$ cat config.mk
export PLATFORM = sky130hd
export DESIGN_NAME = bus_copy_master
export DESIGN_NICKNAME = d
export VERILOG_FILES = /design/src/rtl/bus_copy_master_pkg.sv /design/src/rtl/bus_copy_master_addr_gen.sv /design/src/rtl/bus_copy_master.sv
export SDC_FILE = /design/constraint.sdc
export NUM_CORES = 1
export LEC_CHECK = 0
export CORE_UTILIZATION = 25
export DETAILED_ROUTE_END_ITERATION = 16
export GPL_TIMING_DRIVEN = 0
export PLACE_DENSITY_LB_ADDON = 0.1
export SLEW_MARGIN = 5
export SYNTH_ARGS = -nofsm -noshare
export SYNTH_HDL_FRONTEND = slang
export SYNTH_SLANG_ARGS = --single-unit
export TNS_END_PERCENT = 5
$ cat constraint.sdc
create_clock -name clk -period 2.9 [get_ports clk]
set_clock_uncertainty 0.2 [all_clocks]
set_input_delay 0.435 -clock clk [delete_from_list [all_inputs] [get_ports clk]]
set_output_delay 0.435 -clock clk [all_outputs]
set_load 0.01 [all_outputs]
$ cat src/rtl/bus_copy_master_pkg.sv
// Shared types and constants for the bus copy master
// and the bus/memory environment around it.
package bus_copy_master_pkg;

   localparam int AW_DEF = 16;
   localparam int DW_DEF = 64;
   localparam int LW_DEF = 8;

   localparam logic [15:0] S0_BASE = 16'h0000;
   localparam logic [15:0] S1_BASE = 16'h7000;

   typedef enum logic [2:0] {
      ST_IDLE = 3'd0,
      ST_REQ  = 3'd1,
      ST_RD   = 3'd2,
      ST_CAP  = 3'd3,
      ST_WR   = 3'd4,
      ST_DONE = 3'd5
   } state_e;

endpackage

$ cat src/rtl/bus_copy_master_addr_gen.sv
// Source/destination word pointers and remaining count
// for one copy; exposes next values so outputs stay registered.
module bus_copy_master_addr_gen
   import bus_copy_master_pkg::*;
#(
   parameter int AW = AW_DEF,
   parameter int LW = LW_DEF
)(
   input  logic          clk,
   input  logic          reset_n,
   input  logic          load,
   input  logic          step,
   input  logic [AW-1:0] src_in,
   input  logic [AW-1:0] dst_in,
   input  logic [LW-1:0] len_in,
   output logic [AW-1:0] src_nxt,
   output logic [AW-1:0] dst_nxt,
   output logic          last
);

   logic [AW-1:0] src_q, dst_q;
   logic [LW-1:0] rem_q, rem_d;

   // load on accept, advance one word per completed write
   always_comb begin
      src_nxt = src_q;
      dst_nxt = dst_q;
      rem_d   = rem_q;
      if (load) begin
         src_nxt = src_in;
         dst_nxt = dst_in;
         rem_d   = len_in;
      end else if (step) begin
         src_nxt = src_q + AW'(1);
         dst_nxt = dst_q + AW'(1);
         rem_d   = rem_q - LW'(1);
      end
   end

   assign last = (rem_q == LW'(1));

   // pointer and count registers
   always_ff @(posedge clk) begin
      if (!reset_n) begin
         src_q <= '0;
         dst_q <= '0;
         rem_q <= '0;
      end else begin
         src_q <= src_nxt;
         dst_q <= dst_nxt;
         rem_q <= rem_d;
      end
   end

endmodule

$ cat src/rtl/bus_copy_master.sv
// Word-by-word memory copy engine owning one bus master
// port: read a word, write it, repeat while holding the request.
module bus_copy_master
   import bus_copy_master_pkg::*;
#(
   parameter int AW = AW_DEF,
   parameter int DW = DW_DEF,
   parameter int LW = LW_DEF
)(
   input  logic          clk,
   input  logic          reset_n,
   input  logic          start,
   input  logic [AW-1:0] src_addr,
   input  logic [AW-1:0] dst_addr,
   input  logic [LW-1:0] len,
   output logic          busy,
   output logic          done,
   input  logic          m_grant,
   input  logic [DW-1:0] m_din,
   output logic          m_req,
   output logic          m_wr,
   output logic [AW-1:0] m_addr,
   output logic [DW-1:0] m_dout
);

   state_e        state_q, state_d;
   logic [DW-1:0] buf_q, buf_d;
   logic          m_req_q, m_req_d;
   logic          m_wr_q, m_wr_d;
   logic          busy_q, busy_d;
   logic          done_q, done_d;
   logic [AW-1:0] m_addr_q, m_addr_d;
   logic [DW-1:0] m_dout_q, m_dout_d;
   logic          load, step, last;
   logic [AW-1:0] src_nxt, dst_nxt;

   bus_copy_master_addr_gen #(
      .AW(AW),
      .LW(LW)
   ) u_addr_gen (
      .clk     (clk),
      .reset_n (reset_n),
      .load    (load),
      .step    (step),
      .src_in  (src_addr),
      .dst_in  (dst_addr),
      .len_in  (len),
      .src_nxt (src_nxt),
      .dst_nxt (dst_nxt),
      .last    (last)
   );

   // next state, plus outputs decoded from the state being entered
   always_comb begin
      state_d = state_q;
      buf_d   = buf_q;
      load    = 1'b0;
      step    = 1'b0;
      unique case (state_q)
         ST_IDLE: begin
            if (start) begin
               if (len != '0) begin
                  load    = 1'b1;
                  state_d = ST_REQ;
               end else begin
                  state_d = ST_DONE;
               end
            end
         end
         ST_REQ: begin
            if (m_grant) state_d = ST_RD;
         end
         ST_RD: begin
            state_d = m_grant ? ST_CAP : ST_REQ;
         end
         ST_CAP: begin
            if (m_grant) begin
               buf_d   = m_din;
               state_d = ST_WR;
            end else begin
               state_d = ST_REQ;
            end
         end
         ST_WR: begin
            if (m_grant) begin
               step    = 1'b1;
               state_d = last ? ST_DONE : ST_RD;
            end else begin
               state_d = ST_REQ;
            end
         end
         ST_DONE: begin
            state_d = ST_IDLE;
         end
         default: begin
            state_d = ST_IDLE;
         end
      endcase

      m_req_d  = (state_d == ST_REQ) || (state_d == ST_RD) ||
                 (state_d == ST_CAP) || (state_d == ST_WR);
      m_wr_d   = (state_d == ST_WR);
      busy_d   = m_req_d;
      done_d   = (state_d == ST_DONE);
      m_addr_d = '0;
      if (m_wr_d)       m_addr_d = dst_nxt;
      else if (m_req_d) m_addr_d = src_nxt;
      m_dout_d = m_wr_d ? buf_d : '0;
   end

   // state, buffer and registered bus/status outputs
   always_ff @(posedge clk) begin
      if (!reset_n) begin
         state_q  <= ST_IDLE;
         buf_q    <= '0;
         m_req_q  <= 1'b0;
         m_wr_q   <= 1'b0;
         busy_q   <= 1'b0;
         done_q   <= 1'b0;
         m_addr_q <= '0;
         m_dout_q <= '0;
      end else begin
         state_q  <= state_d;
         buf_q    <= buf_d;
         m_req_q  <= m_req_d;
         m_wr_q   <= m_wr_d;
         busy_q   <= busy_d;
         done_q   <= done_d;
         m_addr_q <= m_addr_d;
         m_dout_q <= m_dout_d;
      end
   end

   assign m_req  = m_req_q;
   assign m_wr   = m_wr_q;
   assign busy   = busy_q;
   assign done   = done_q;
   assign m_addr = m_addr_q;
   assign m_dout = m_dout_q;

endmodule

==> flow_metrics.env <==
export IMPL_antenna_found_initial=1
export IMPL_seqPwrFrac_pct=41.9
export IMPL_met3_length_um=1420
export IMPL_criticalPathCategory="primary input to register"
export IMPL_dieHeight_um=141
export IMPL_ys_types=55
export IMPL_clk_pin_slew_ns=0.06
export IMPL_cp_slowest_cell="nor4_1"
export IMPL_synth_seq_area_share_pct=52.5
export IMPL_drv_slew=0
export IMPL_worst_pin_slew_ns=0.945
export IMPL_grt_setup_unrepaired="no"
export IMPL_final_core_util_pct=40.3
export IMPL_port_buffers=190
export IMPL_fin_nets=819
export IMPL_cp_num_buf_inv=3
export IMPL_critPathMaxStageDelay_ns=0.64
export IMPL_rows=50
export IMPL_core_region_area_sq_um=18800
export IMPL_met1_length_um=6690
export IMPL_via_per_inst=4.67
export IMPL_required_ns=2.99
export IMPL_p_clk_share_pct=46.3
export IMPL_wl_um=15700
export IMPL_ant_nets=0
export IMPL_cpMostUsedCell="buf_2"
export IMPL_insertedDiodeCount=0
export IMPL_hold_violations=0
export IMPL_clock_latency_ns=0.41
export IMPL_fmax_ghz=0.376
export IMPL_place_congestion=0.788
export IMPL_grt_pass1_wl_um=24600
export IMPL_arrival_ns=2.74
export IMPL_crit_chain="clkdlybuf4s50_1, nor4_1, a21bo_1, buf_2, buf_2, o22ai_1, o32ai_1"
export IMPL_dieWidth_um=141
export IMPL_cts_max_level=4
export IMPL_combPwrFrac_pct=11.8
export IMPL_cp_end_kind="register"
export IMPL_io_pins=192
export IMPL_synth_async_reset_ratio_pct=0
export IMPL_hold_slack_ns=0.280
export IMPL_clockBufferDepth=2
export IMPL_synth_area_sq_um=4800
export IMPL_cts_sinks=126
export IMPL_finalCritPeriodShare_pct=91.7
export IMPL_clockRootBuffer="clkbuf_16"
export IMPL_max_slew_margin_pct=36.8
export IMPL_status="finished clean"
export IMPL_r2r_slack_ns=0.43
export IMPL_setup_tns_ns=0
export IMPL_synth_edf_count=0
export IMPL_fin_crit_ns=2.66
export IMPL_via_count=4454
export IMPL_yosysWarnings=0
export IMPL_power_mw=4.46
export IMPL_p_int_mw=3.35
export IMPL_overflow=0
export IMPL_area_growth_pct=57.7
export IMPL_post_dp_cell_area_sq_um=7000
export IMPL_syn_avg_cell_area_sq_um=9.64
export IMPL_grt_use_total_pct=16.5
export IMPL_cts_hold_buffers_added=0
export IMPL_synth_nets=610
export IMPL_cp_top_family="buffers and inverters"
export IMPL_postCtsResizedCells=0
export IMPL_drive_gt1_share_pct=8.33
export IMPL_swShare_pct=24.9
export IMPL_critPathMaxFanout=10
export IMPL_fin_ws_ns=0.241
export IMPL_top_layer="met5"
export IMPL_power_static_leakage_nw=2.99
export IMPL_initial_core_util_pct=25.6
export IMPL_hold_class="primary input to register"
export IMPL_wl_per_cell_um=16.4
export IMPL_fp_dieArea_sq_um=19800
export IMPL_firstDrtPassIters=4
export IMPL_vdd_drop_max_mv=0.421
export IMPL_cts_setup_buffers=0
export IMPL_drt_iter0_drc=195
export IMPL_cts_tree="yes"
export IMPL_routed_wl_met2_um=7320
export IMPL_finalSetupViolations=0
export IMPL_p_per_area_nw_per_um2=589
export IMPL_place_ws_ns=-0.105
export IMPL_stdcell_count=954
export IMPL_cp_start_kind="primary input"
export IMPL_netlist_instances=498
export IMPL_numCtsBuffers=17
export IMPL_grt_max_degree=17
export IMPL_ys_ff_latch=126
export IMPL_dp_hpwl_um=11800
export IMPL_final_common_cell="clkdlybuf4s50_1"
export IMPL_ys_flop_type="dfxtp_1"
export IMPL_grt_pass1_vias=4551
export IMPL_place_inst=922
export IMPL_route_detailed_drc=0
export IMPL_drv_cap=0
export IMPL_mostFrequentLayoutCells="clkdlybuf4s50_1, dfxtp_1, and3_1"
export IMPL_postLayoutCellArea_sq_um=7570
export IMPL_switchingPower_mw=1.11
## power groups by stage
| stage | registers, mW | clock network, mW | logic [mW] |
|---|---|---|---|
| detailed placement | 1.91 | 0 | 0.526 |
| global placement | 1.90 | 0 | 0.522 |
| floorplan | 1.91 | 0 | 0.232 |
| CTS | 1.87 | 2.13 | 0.530 |
| global route | 1.88 | 2.22 | 0.575 |
| finish | 1.87 | 2.06 | 0.525 |
## synth_stat cells (5+ instances only)
| cell | instances | area share (%) |
|---|---|---|
| inv_1 | 10 | 0.78 |
| o2bb2ai_1 | 9 | 1.6 |
| dfxtp_1 | 126 | 53 |
| nor4_1 | 11 | 1.4 |
| o21ai_0 | 32 | 3.3 |
| xor2_1 | 5 | 0.91 |
| clkbuf_1 | 27 | 2.1 |
| nand3_1 | 16 | 1.7 |
| nor3_1 | 6 | 0.63 |
| and2_1 | 5 | 0.65 |
| buf_2 | 8 | 0.83 |
| a21boi_0 | 9 | 1.4 |
| nand2_1 | 15 | 1.2 |
| nand4_1 | 11 | 1.4 |
| o32ai_1 | 6 | 1.1 |
| nor2_1 | 37 | 2.9 |
| and3_1 | 67 | 8.7 |
| xnor2_1 | 14 | 2.6 |
| a21oi_1 | 19 | 2.0 |
## state kept, by name (all words and copies together) (netlist names)
name              count
u_addr_gen.src_q     16
m_dout               64
u_addr_gen.dst_q     16
done                  1
state_q               3
m_addr               16
u_addr_gen.rem_q      8
busy                  1
m_wr                  1
## worst reg2reg max path, delay by kind of cell, from the launching register on
kind	cells	cell delay (ns)
AO/OA/AOI/OAI	1	0.20
buffers and inverters	1	0.30
flip-flops	1	0.34
AND/OR/NAND/NOR	4	1.29
## layout make-up
| cell class | count | area [sq um] |
|---|---|---|
| Tap cell | 234 | 293 |
| Clock inverter | 12 | 110 |
| Timing Repair Buffer | 190 | 1900 |
| Multi-Input combinational cell | 320 | 2040 |
| Clock buffer | 20 | 467 |
| Sequential cell | 126 | 2520 |
| Inverter | 10 | 37.5 |
| Fill cell | 1859 | 11200 |
| Buffer | 42 | 198 |
## routing by layer
metal	global-route usage, %	up-vias
met2	26.7	159
li1	-	2207
met1	19.5	2072
met3	7.30	14
met4	5.61	2
met5	0	-
## kinds of logic after synthesis
group           synth area share, %
xor+xnor                       3.47
flops                          52.5
fa+ha+maj                      1.04
buf+inv                        4.90
compound gates                 14.4
mux                           0.209
simple gates                   23.4
## path summary, 6_finish.rpt
kind / start / to / cells after the start
worst max-delay path: len[0] / m_addr[1] / 7
worst min-delay path: reset_n / u_addr_gen.src_q[6] / 3
worst max register to register: u_addr_gen.rem_q[2] / busy / 6
worst min register to register: u_addr_gen.rem_q[5] / u_addr_gen.rem_q[5] / 2
Power figures use the tool's default switching activity.
